--- src/rtl/iq_sample_unpacker.sv ---
// Interleaved I/Q word stream to parallel per-channel frames, with a show-ahead frame FIFO.
// Optional statistics counters are built only when IQ_UNPACK_STATS_EN is defined; otherwise both read 0.
module iq_sample_unpacker #(
  parameter int SAMPLE_W   = 16,
  parameter int NUM_CH     = 1,
  parameter int FIFO_DEPTH = 4,
  parameter bit BYTE_SWAP  = 1'b1
) (
  input  logic                         clk,
  input  logic                         reset,
  input  logic [SAMPLE_W-1:0]          in_data,
  input  logic                         in_valid,
  input  logic                         in_sof,
  output logic                         in_ready,
  output logic [NUM_CH*SAMPLE_W-1:0]   out_i,
  output logic [NUM_CH*SAMPLE_W-1:0]   out_q,
  output logic                         out_valid,
  input  logic                         out_ready,
  output logic [31:0]                  frame_count,
  output logic [15:0]                  drop_count
);

  localparam int WORDS  = 2 * NUM_CH;
  localparam int IDX_W  = $clog2(WORDS);
  localparam int PTR_W  = $clog2(FIFO_DEPTH);
  localparam int CNT_W  = PTR_W + 1;
  localparam int NBYTES = SAMPLE_W / 8;
  localparam int FW     = NUM_CH * SAMPLE_W;

  logic [SAMPLE_W-1:0] word_sw;
  logic [IDX_W-1:0]    word_idx, word_idx_nxt, eff_idx;
  logic [FW-1:0]       asm_i, asm_q, asm_i_nxt, asm_q_nxt;
  logic [FW-1:0]       mem_i [FIFO_DEPTH];
  logic [FW-1:0]       mem_q [FIFO_DEPTH];
  logic [FW-1:0]       head_i_nxt, head_q_nxt;
  logic [PTR_W-1:0]    wr_ptr, rd_ptr, rd_ptr_inc;
  logic [CNT_W-1:0]    count, count_nxt;
  logic                accept, resync, push, pop;

  generate
    if (BYTE_SWAP) begin : g_swap
      for (genvar b = 0; b < NBYTES; b++) begin : g_byte
        assign word_sw[b*8 +: 8] = in_data[(NBYTES-1-b)*8 +: 8];
      end
    end else begin : g_pass
      assign word_sw = in_data;
    end
  endgenerate

  assign in_ready   = (count < CNT_W'(FIFO_DEPTH));
  assign accept     = in_valid && in_ready;
  assign resync     = accept && in_sof && (word_idx != '0);
  assign eff_idx    = resync ? '0 : word_idx;
  assign push       = accept && (eff_idx == IDX_W'(WORDS - 1));
  assign pop        = out_valid && out_ready;
  assign rd_ptr_inc = rd_ptr + PTR_W'(1);

  // A resync clears the partial frame so stale samples never leak into the next one.
  always_comb begin
    asm_i_nxt    = resync ? '0 : asm_i;
    asm_q_nxt    = resync ? '0 : asm_q;
    word_idx_nxt = word_idx;
    if (accept) begin
      for (int ch = 0; ch < NUM_CH; ch++) begin
        if (eff_idx == IDX_W'(2 * ch))     asm_i_nxt[ch*SAMPLE_W +: SAMPLE_W] = word_sw;
        if (eff_idx == IDX_W'(2 * ch + 1)) asm_q_nxt[ch*SAMPLE_W +: SAMPLE_W] = word_sw;
      end
      word_idx_nxt = push ? '0 : eff_idx + IDX_W'(1);
    end
  end

  always_comb begin
    count_nxt = count;
    if (push && !pop)      count_nxt = count + CNT_W'(1);
    else if (pop && !push) count_nxt = count - CNT_W'(1);
  end

  // Output registers track the head entry; they keep the last popped frame once empty.
  always_comb begin
    head_i_nxt = out_i;
    head_q_nxt = out_q;
    if (push && ((count == '0) || (pop && (count == CNT_W'(1))))) begin
      head_i_nxt = asm_i_nxt;
      head_q_nxt = asm_q_nxt;
    end else if (pop && (count > CNT_W'(1))) begin
      head_i_nxt = mem_i[rd_ptr_inc];
      head_q_nxt = mem_q[rd_ptr_inc];
    end
  end

  always_ff @(posedge clk or negedge reset) begin
    if (!reset) begin
      word_idx  <= '0;
      asm_i     <= '0;
      asm_q     <= '0;
      wr_ptr    <= '0;
      rd_ptr    <= '0;
      count     <= '0;
      out_valid <= 1'b0;
      out_i     <= '0;
      out_q     <= '0;
    end else begin
      word_idx  <= word_idx_nxt;
      asm_i     <= asm_i_nxt;
      asm_q     <= asm_q_nxt;
      count     <= count_nxt;
      out_valid <= (count_nxt != '0);
      out_i     <= head_i_nxt;
      out_q     <= head_q_nxt;
      if (push) wr_ptr <= wr_ptr + PTR_W'(1);
      if (pop)  rd_ptr <= rd_ptr_inc;
    end
  end

  always_ff @(posedge clk) begin
    if (push) begin
      mem_i[wr_ptr] <= asm_i_nxt;
      mem_q[wr_ptr] <= asm_q_nxt;
    end
  end

`ifdef IQ_UNPACK_STATS_EN
  always_ff @(posedge clk or negedge reset) begin
    if (!reset) begin
      frame_count <= '0;
      drop_count  <= '0;
    end else begin
      if (push) frame_count <= frame_count + 32'd1;
      if (resync && (drop_count != 16'hFFFF)) drop_count <= drop_count + 16'd1;
    end
  end
`else
  assign frame_count = '0;
  assign drop_count  = '0;
`endif

endmodule
--- config.mk ---
export PLATFORM = sky130hd
export DESIGN_NAME = iq_sample_unpacker
export DESIGN_NICKNAME = d
export VERILOG_FILES = /design/src/rtl/iq_sample_unpacker.sv
export SDC_FILE = /design/constraint.sdc
export NUM_CORES = 1
export LEC_CHECK = 0
export ABC_CLOCK_PERIOD_IN_PS = 2720
export BUFFER_PORTS_ARGS = -buffer_cell sky130_fd_sc_hd__clkbuf_2
export CORE_UTILIZATION = 58
export DETAILED_ROUTE_END_ITERATION = 10
export HOLD_SLACK_MARGIN = 0.02
export PLACE_DENSITY = 0.8
export SYNTH_ARGS = -nofsm -noshare
export SYNTH_HDL_FRONTEND = slang
export SYNTH_SLANG_ARGS = --single-unit
--- constraint.sdc ---
create_clock -name clk -period 2.72 [get_ports clk]
set_input_delay 0.544 -clock clk [delete_from_list [all_inputs] [get_ports clk]]
set_output_delay 0.544 -clock clk [all_outputs]
set_load 0.02 [all_outputs]
# == After elaboration in Yosys (flattened, before gate mapping) ==
# Memory sizes are Yosys's and may differ from the RTL's.
# Index checks and enable logic that the tools add are counted.
# word_totals
register_bits,73
ramBits,128
wordCells,51
memories,2
# op_classes
add_sub_neg,5
n_lt_le_gt_ge,2
n_eq_ne,1
muxes,16
reduce_logical,16
# mem_list
memory,words,word_bits,rd,rd_ports_with_merged_regs,write_ports,line_no,text
mem_i,4,16,1,0,1,33,logic [FW-1:0] mem_i [FIFO_DEPTH];
mem_q,4,16,1,0,1,34,logic [FW-1:0] mem_q [FIFO_DEPTH];
# op_table
operator,n
16-bit two-way mux,10
1-bit logical AND,10
3-bit two-way mux,2
2-bit by 1-bit adder with 2-bit output (second input constant),2
1-bit two-way mux,4
3-bit by 1-bit adder with 3-bit output (second input constant),1
3-bit by 1-bit == test with 1-bit output (second input constant),1
3-bit by 1-bit greater-than comparator with 1-bit output (second input constant),1
3-bit logical NOT,1
3-bit < comparator (second input constant),1
3-bit nonzero test,1
3-bit by 1-bit subtractor with 3-bit output (second input constant),1
1-bit logical NOT,2
2-bit nonzero test,1
1-bit adder (second input constant),1
1-bit logical OR,1

# == Depth between registers and ports, before layout ==
# Gate-level depths: netlist of the first run.
# logic_depth
word_depth,11
mapped_depth,6
depth_no_buf,5

# == Worst setup path before layout of the first run ==
# No wires, ideal clock.
# synth_timing
path_kind,input -> register
startpoint,input in_sof
endpoint,"memory mem_i[2][0] (netlist bit), enable pin"
setup_ps,392
t_arrival_ps,2119
required_ps,2328
path_slack_ps,209
path_stages,4
path_buffers,2
cell_sequence,and4bb_1 -> buf_4 -> clkbuf_1 -> and2_1
# synth_between
elab_chain_cells,6
# synth_lines
element,line_no,text
"start, declared",13,"input logic in_sof,"
1-bit logical AND (2 in a row),52,assign resync = accept && in_sof && (word_idx != '0);
1-bit two-way mux,53,assign eff_idx = resync ? '0 : word_idx;
1-bit logical AND,54,assign push = accept && (eff_idx == IDX_W'(WORDS - 1));
1-bit two-way mux,116,if (push) begin
1-bit two-way mux (not written as such),117,mem_i[wr_ptr] <= asm_i_nxt;
"end, declared",33,
# No other way between the ends.

# == Final worst setup path of the first run ==
# layout_timing
startpoint,register count[2]
endpoint,register out_valid
# layout_between
elab_chain_cells,11
elab_cells_between_ends,14
cone_classes,2 x add/sub; 1 x order compare; 3 x mux; 8 x reduce/logical
# layout_lines
element,line_no,text
"start, declared",37,"logic [CNT_W-1:0] count, count_nxt;"
"start signal, assigned",106,count <= count_nxt;
3-bit < comparator (*),50,assign in_ready = (count < CNT_W'(FIFO_DEPTH));
1-bit logical AND (*),51,assign accept = in_valid && in_ready;
1-bit logical AND (2 in a row),52,
1-bit two-way mux,53,
1-bit logical AND (*),54,
1-bit logical NOT,75,else if (pop && !push) count_nxt = count - CNT_W'(1);
1-bit logical AND,75,
3-bit two-way mux,75,
3-bit two-way mux (*),74,if (push && !pop) count_nxt = count + CNT_W'(1);
net count_nxt[1],37,
3-bit nonzero test (*),107,out_valid <= (count_nxt != '0);
"end signal, assigned",107,
"end, declared",17,"output logic out_valid,"
# The timed path passes the listed nets; every way through them passes the cells marked *.
# A chain may end at the register's enable or synchronous reset.

==> results of run 1 <==
-- critical path, cell delays in order, from the launching register on --
cell,delay [ns]
sky130_fd_sc_hd__dfrtp_1,0.41
sky130_fd_sc_hd__and4bb_1,0.91
sky130_fd_sc_hd__maj3_1,0.34
sky130_fd_sc_hd__o22ai_1,0.10
sky130_fd_sc_hd__or3_1,0.39
-- cell type report --
| cell class | count | area (um^2) |
|---|---|---|
| multi-input combinational | 217 | 2390 |
| sequential | 201 | 5670 |
| inverter | 6 | 22.5 |
| clock inverter | 6 | 57.6 |
| timing repair buffer | 74 | 513 |
| clock buffer | 31 | 613 |
| tap | 180 | 225 |
| fill | 890 | 4490 |
-- how the worst max path moves through the flow --
stage | startpoint | end | slack, ns | cells past startpoint
after floorplan | in_sof | mem_i[2][0] | 0.21 | 4
after detailed placement | in_sof | out_valid | 0.24 | 5
final | count[2] | out_valid | 0.44 | 4
after CTS | count[2] | out_valid | 0.43 | 4
after global placement | in_sof | out_valid | 0.35 | 5
after global routing | count[2] | out_valid | 0.31 | 4
-- cells in the mapped netlist (all sizes together) --
cell,instances
a211o,1
a21boi,1
a21oi,2
a22o,16
a311o,1
and2,5
and3,2
and4bb,1
buf,62
clkbuf,5
conb,1
dfrtp,73
edfxtp,128
ha,8
inv,6
maj3,1
mux2,80
mux4,32
nand2,4
nor2,3
nor2b,1
nor3,1
o21ai,3
o22ai,1
or3,1
xnor2,5
-- logic make-up after synthesis --
family	share of synthesized area
compound gates	0.0240
fa+ha+maj	0.0131
flops	0.675
buf+inv	0.0633
other cells	0.000446
mux	0.207
xor+xnor	0.00521
simple gates	0.0122
-- sequential cells by signal, summed over array words and instances, names as in the netlist --
register and flops:
mem_i 64, mem_q 64, asm_i 16, asm_q 16, out_i 16, out_q 16
count 3, rd_ptr 2, wr_ptr 2, out_valid 1, word_idx 1
-- power by group through the flow --
stage	Sequential [W]	Clock [W]	Combinational (W)
2_1_floorplan	0.00485	0	0.00267
4_1_cts	0.00461	0.00278	0.00380
3_3_place_gp	0.00463	0	0.00361
3_5_place_dp	0.00467	0	0.00377
6_report	0.00461	0.00275	0.00375
5_1_grt	0.00468	0.00290	0.00406
-- cell usage in the layout, fill, tap and decap left out, drive strengths merged, types with 6 or more instances in the layout --
cell / instances
edfxtp: 128
clkbuf: 84
mux2: 80
dfrtp: 73
conb: 48
mux4: 32
buf: 20
a22o: 16
ha: 8
inv: 6
-- per-stage QoR --
step | instances | cell area [um^2] | power (W)
2_1_floorplan | 491 | 8580 | 0.00752
3_3_place_gp | 677 | 8810 | 0.00824
3_5_place_dp | 677 | 8810 | 0.00844
4_1_cts | 715 | 9490 | 0.0112
5_1_grt | 715 | 9490 | 0.0116
6_report | 715 | 9490 | 0.0111
-- routing by layer --
layer | part of all wire | track usage | vias to the layer above
li1 | - | - | 1756
met1 | 0.43 | 0.299 | 2116
met2 | 0.51 | 0.366 | 127
met3 | 0.049 | 0.0293 | 20
met4 | 0.018 | 0.0495 | 0
met5 | 0 | 0 | -
==> parameters.txt, run 1 <==
Parameter                              Value

Floorplan
  Top-level port count ... slightly above 100
  Height of the die ... approximately 120 um
  X dimension of the die ... around 120 um
  Row count ... 43
  CORE AREA ... around 0.014 mm^2
  Die area ... about 0.015 mm^2
  Initial standard-cell utilization of the core ... 0.601

Cells and area
  Nets ... 550
  Layout cells sized above 1 ... 0.394
  Final Util ... 0.679
  Number of diodes added for antenna fixing ... 0
  Area growth from synthesis to final layout ... 13.0%

Critical path
  Top fanout value on the critical path ... 24
  R2r setup slk ... 0.44 ns
  Critical Path Start Type ... flip-flop
  Worst reg2reg startpoint ... count[2]
  Arrival time reported for the critical path endpoint ... between 2 and 3 ns
  Worst Setup Path Type ... flip-flop to flip-flop
  Number of cell instances on the worst register-to-register path ... 4
  Capturing element type of the critical path ... flip-flop
  Critical register-to-register path endpoint ... out_valid
  Data required, critical path ... roughly 3 ns

Timing
  Worst-case setup margin in the final layout ... roughly 0.44 ns
  Slew Limit Headroom ... 0.358
  Worst Skew ... 0.0212 ns
  Number of hold violations in the final report ... 0
  Slew @ Worst Pin ... between 0.9 and 1 ns
  Sum Neg Setup Slack ... 0 ns
  Tightest hold margin ... approximately 0.4 ns
  Unrepaired setup endpoints after global routing ... false
  Setup-failing EPs final ... 0
  Final worst path period share ... 0.838
  Minimum clock period after layout ... about 2.3 ns
  Highest achievable clock rate ... between 400 and 500 MHz
  Final-report max-slew violation count ... 0

Place
  Port Buffers ... between 50 and 60
  Weighted congestion at the end of routability-driven global placement ... 0.761
  Post-DP HPWL ... between 9000 and 10,000 um
  Placement-stage worst setup slack ... about 0.24 ns

Detailed routing
  Total detailed-routing wirelength ... approximately 15,000 um
  Vias per inst ... roughly 5.6
  Average wire length per cell after detail routing ... about 21 um
  Remaining antenna violation count ... 0
  Total number of vias ... 4,019
  DR pass1 iterations ... 6
  Number of DRC markers in iteration 0 ... 320
  DRC viols ... 0

Clock tree
  Num CTS Buffers ... 21
  Clock tree from TritonCTS ... done
  Number of levels the H-tree was split into ... 1
  Hold-fix buffers at CTS ... 1
  Clock Sinks ... about 200
  Maximum number of buffers from clock root to sink ... 3
  PostCTS Resize Cnt ... 0
  CTS clock-pin slew for the worst setup and hold paths ... around 0.06 ns
  Cell chosen for the clock root ... sky130_fd_sc_hd__clkbuf_16
  Post-CTS setup buffer count ... 0
  Clock latency reported for the late side of the worst-skew pair ... ~0.48 ns

Power and ir drop
  Net Switching ... about 0.0033 W
  Comb power frac ... 0.338
  Static Leak ... about 3.8 nW
  Power per standard cell area ... approximately 1200 mW/mm^2
  Clock network power share ... 0.247
  Maximum VDD drop ... approximately 0.6 mV
  Switching share of total power ... 0.301
  Proportion of power drawn by flip-flops and latches ... 0.415
  Internal Power ... between 0.007 and 0.008 W

Synthesis
  Synth top area share ... 0.457
  Syn_area_per_cell ... 18.9 um^2
  Cells after Synth ... 444
  Top post-synthesis cells by area ... sky130_fd_sc_hd__edfxtp_1, sky130_fd_sc_hd__dfrtp_1, sky130_fd_sc_hd__mux4_2
  Area leader, netlist ... sky130_fd_sc_hd__edfxtp_1
  Proportion of synthesized chip area in sequential cells ... 0.675
  Synth warn ... 0
  Area of the mapped netlist ... roughly 0.0084 mm^2
  Number of library cell types mapped by synthesis ... 35
  Flip-flop and latch count after synthesis ... roughly 200

Global routing
  Initial antenna violation count ... 0
  First-pass GRT wire length ... around 24,000 um
  Overall fraction of global-route tracks in use ... 0.216
  Pin count of the biggest net entering global routing ... 33
  Total congestion overflow after global routing ... 0
  Number of global-route vias before repair ... around 4,200

Min path
  Start point of the worst min-delay path ... in_data[7]
  Capture endpoint of the worst hold path ... asm_i[15]
  Cell depth of the worst hold path ... 2
  Path category of the worst min-delay check ... input pin to flip-flop

Run
  Max-cap check violation count ... 0

Status
  Outcome ... finished, final reports clean
No activity file was read; power rests on OpenSTA's default activity.
==> inputs of run 2 (changes only) <==
ABC_AREA = 1   (was not set)
ABC_CLOCK_PERIOD_IN_PS = 1800   (was 2720)
CORE_UTILIZATION = 52   (was 58)
PLACE_DENSITY = 0.75   (was 0.8)
clock period = 1.8 ns   (was 2.72 ns; I/O delays follow)
==> run 2 against run 1 <==
Sequential power is 45% higher. Via count is 51% higher. Power is 55% higher. Die area is 14% higher. Largest cell class unchanged.
==> parameters.txt, run 2 <==
Parameter                              Value

Critical path
  Arrival time reported for the critical path endpoint ... about 2.2 ns
  Number of cell instances on the worst register-to-register path ... 11
  R2r setup slk ... around 0.019 ns
  Worst reg2reg startpoint ... count[1]
  Critical Path Start Type ... flip-flop
  Critical register-to-register path endpoint ... out_q[6]
  Top fanout value on the critical path ... 8
  Data required, critical path ... 2.17 ns
  Worst Setup Path Type ... flip-flop to flip-flop
  Capturing element type of the critical path ... flip-flop

Synthesis
  Synth warn ... 0
  Area of the mapped netlist ... between 0.008 and 0.009 mm^2
  Proportion of synthesized chip area in sequential cells ... 0.659
  Flip-flop and latch count after synthesis ... 201
  Synth top area share ... 0.447
  Syn_area_per_cell ... around 10 um^2
  Most repeated cell in the gate-level netlist after synthesis ... sky130_fd_sc_hd__nand2_1
  Number of synthesized flops with an enable pin ... around 130
  Area leader, netlist ... sky130_fd_sc_hd__edfxtp_1
  Number of library cell types mapped by synthesis ... 28
  Top cell types by occurrence after synthesis ... sky130_fd_sc_hd__nand2_1, sky130_fd_sc_hd__edfxtp_1, sky130_fd_sc_hd__nand3_1
  Cells after Synth ... a little over 800
  Share of flip-flops with an asynchronous set or reset after synthesis ... 0.363
  Top post-synthesis cells by area ... sky130_fd_sc_hd__edfxtp_1, sky130_fd_sc_hd__dfrtp_1, sky130_fd_sc_hd__nand2_1
  Most common flop cell mapped by yosys ... sky130_fd_sc_hd__edfxtp_1

Global routing
  First-pass GRT wire length ... 30,200 um
  Initial antenna violation count ... 1
  Pin count of the biggest net entering global routing ... 34
  Total congestion overflow after global routing ... 0
  Global Route met1 Usage ... 0.326
  GR Layer Usage met2 ... 0.390
  Routing usage on met3 ... 0.0375
  Number of global-route vias before repair ... 5,636
  Top Usage Layer GRT ... met2
  Overall fraction of global-route tracks in use ... 0.239

Status
  Outcome ... finished, final reports clean

Detailed routing
  Number of DRC markers in iteration 0 ... between 400 and 500
  Total detailed-routing wirelength ... around 20,000 um
  Remaining antenna violation count ... 0
  DR pass1 iterations ... 5
  Total number of vias ... between 6,000 and 7,000
  Vias per inst ... about 5.3
  Average wire length per cell after detail routing ... 17.4 um
  DRC viols ... 0

Place
  Post-DP HPWL ... 12,600 um
  Weighted congestion at the end of routability-driven global placement ... about 0.81
  Placed instance count ... 1,104
  Port Buffers ... between 50 and 60
  Placement-stage worst setup slack ... between 0.04 and 0.05 ns

Timing
  Number of hold violations in the final report ... 0
  Worst Skew ... about 0.0072 ns
  Setup-failing EPs final ... 0
  Unrepaired setup endpoints after global routing ... true
  Final worst path period share ... 0.990
  Minimum clock period after layout ... 1.78 ns
  Final-report max-slew violation count ... 0
  Slew @ Worst Pin ... 0.585 ns
  Slew Limit Headroom ... 0.606
  Worst-case setup margin in the final layout ... between 0.015 and 0.02 ns
  Highest achievable clock rate ... approximately 560 MHz

Clock tree
  Cell chosen for the clock root ... sky130_fd_sc_hd__clkbuf_16
  Number of levels the H-tree was split into ... 1
  Num CTS Buffers ... 21
  CTS clock-pin slew for the worst setup and hold paths ... roughly 0.06 ns
  Clock tree from TritonCTS ... done
  Clock Sinks ... 201
  Maximum number of buffers from clock root to sink ... 3
  Clock latency reported for the late side of the worst-skew pair ... 0.49 ns

Cells and area
  Nets ... between 900 and 1,000
  Final instance count without filler cells ... ~1,200
  Layout cells sized above 1 ... 0.186
  Highest-count cells in the layout ignoring fill and taps ... sky130_fd_sc_hd__nand2_1, sky130_fd_sc_hd__edfxtp_1, sky130_fd_sc_hd__nand3_1
  Number of diodes added for antenna fixing ... 0
  Leading cell type in the layout, fill and taps excluded ... sky130_fd_sc_hd__nand2_1
  Top Registers ... mem_i x64, mem_q x64
  Area growth from synthesis to final layout ... 19.2%

Min path
  Start point of the worst min-delay path ... in_data[6]
  Cell depth of the worst hold path ... 3
  Capture endpoint of the worst hold path ... out_q[14]
  Path category of the worst min-delay check ... input pin to flip-flop

Floorplan
  Row count ... 46
  Initial standard-cell utilization of the core ... 0.538
  CORE AREA ... 0.0160 mm^2
  Top-level port count ... 103
  Height of the die ... between 100 and 150 um
  Die area ... 0.0171 mm^2
  X dimension of the die ... around 130 um

Power and ir drop
  Maximum VDD drop ... ~0.96 mV
  Static Leak ... 4.62 nW
  Power per standard cell area ... around 1700 mW/mm^2

Run
  Max-cap check violation count ... 0
run 2: changes by cell type after synthesis, moves of 7 or more:
cell | before | now
sky130_fd_sc_hd__mux2_1 | 8 | 0
sky130_fd_sc_hd__a22o_1 | 16 | 0
sky130_fd_sc_hd__nand3_1 | 0 | 93
sky130_fd_sc_hd__mux2_2 | 43 | 0
sky130_fd_sc_hd__o21ai_0 | 2 | 17
sky130_fd_sc_hd__nand2_1 | 3 | 353
sky130_fd_sc_hd__inv_2 | 1 | 8
sky130_fd_sc_hd__mux4_2 | 29 | 0
sky130_fd_sc_hd__inv_1 | 5 | 19
sky130_fd_sc_hd__o211ai_1 | 0 | 15
sky130_fd_sc_hd__mux2_4 | 29 | 0
sky130_fd_sc_hd__clkbuf_1 | 5 | 18
run 2: final cells by class:
| cell class | instances | area [um^2] |
|---|---|---|
| Tap cell | 216 | 270 |
| Fill cell | 1234 | 5750 |
| Multi-Input combinational cell | 562 | 2570 |
| Clock buffer | 24 | 547 |
| Inverter | 28 | 115 |
| Timing Repair Buffer | 106 | 918 |
| Clock inverter | 13 | 159 |
| Sequential cell | 201 | 5670 |
run 2: what timing repair did:
action                                  CTS  global route
buffers inserted                          0             5
endpoints found under the setup margin    0            30
hold endpoints to repair                 30             0
gates resized for setup                   0            20
hold buffers                              1             0
run 2: layer usage:
| metal | share of wire | routed length [um] |
|---|---|---|
| met3 | 0.075 | 1500 |
| met4 | 0.027 | 540 |
| met5 | 0.00045 | 9 |
| met1 | 0.42 | 8320 |
| met2 | 0.48 | 9630 |
run 2: worst max-delay path by stage:
stage | to | slack, ns | depth (start not counted) | from
6_report | out_q[6] | 0.02 | 11 | count[1]
4_1_cts | out_i[7] | 0.03 | 10 | count[1]
3_5_place_dp | out_i[7] | 0.04 | 10 | count[1]
5_1_grt | out_q[6] | -0.05 | 11 | count[1]
2_1_floorplan | mem_i[0][0] | -0.08 | 4 | count[2]
3_3_place_gp | out_i[7] | 0.13 | 10 | count[1]
run 2: worst max-delay path: stages, from the launching register on:
cell and delay, ns:
sky130_fd_sc_hd__dfrtp_1 0.41, sky130_fd_sc_hd__inv_2 0.11, sky130_fd_sc_hd__ha_4 0.14, sky130_fd_sc_hd__inv_2 0.03, sky130_fd_sc_hd__o21ai_2 0.13, sky130_fd_sc_hd__inv_2 0.06, sky130_fd_sc_hd__nor2_4 0.21, sky130_fd_sc_hd__buf_12 0.16
sky130_fd_sc_hd__nor2_4 0.06, sky130_fd_sc_hd__buf_12 0.15, sky130_fd_sc_hd__nand2_1 0.11, sky130_fd_sc_hd__nand3_2 0.08
run 2: kinds of logic (layout without fill, tap and decap cells):
kind of cell / count (synthesis) / in the layout / share of synthesized area
flops: 201 / 201 / 0.659
xor+xnor: 4 / 4 / 0.00407
fa+ha+maj: 8 / 8 / 0.0116
other cells: 1 / 48 / 0.000436
buf+inv: 109 / 171 / 0.0742
compound gates: 40 / 40 / 0.0287
simple gates: 462 / 462 / 0.222
run 2: per-stage QoR:
stage	utilization	power, W	TNS (ns)	instance area (um^2)	hold WS, ns
after global routing	0.641	0.0183	-0.438	10300	0.106
final	0.641	0.0173	0	10300	0.113
after global placement	0.583	0.0125	0	9330	0.362
after floorplan	-	0.0106	-8.51	8840	0.0644
after CTS	0.628	0.0171	0	10000	0.0988
after detailed placement	0.583	0.0126	0	9330	0.374
run 2: power breakdown:
| part | total, W | internal (W) | switching [W] |
|---|---|---|---|
| logic | 0.00619 | 0.00202 | 0.00417 |
| registers | 0.00667 | 0.00623 | 0.000434 |
| clock network | 0.00441 | 0.00274 | 0.00168 |
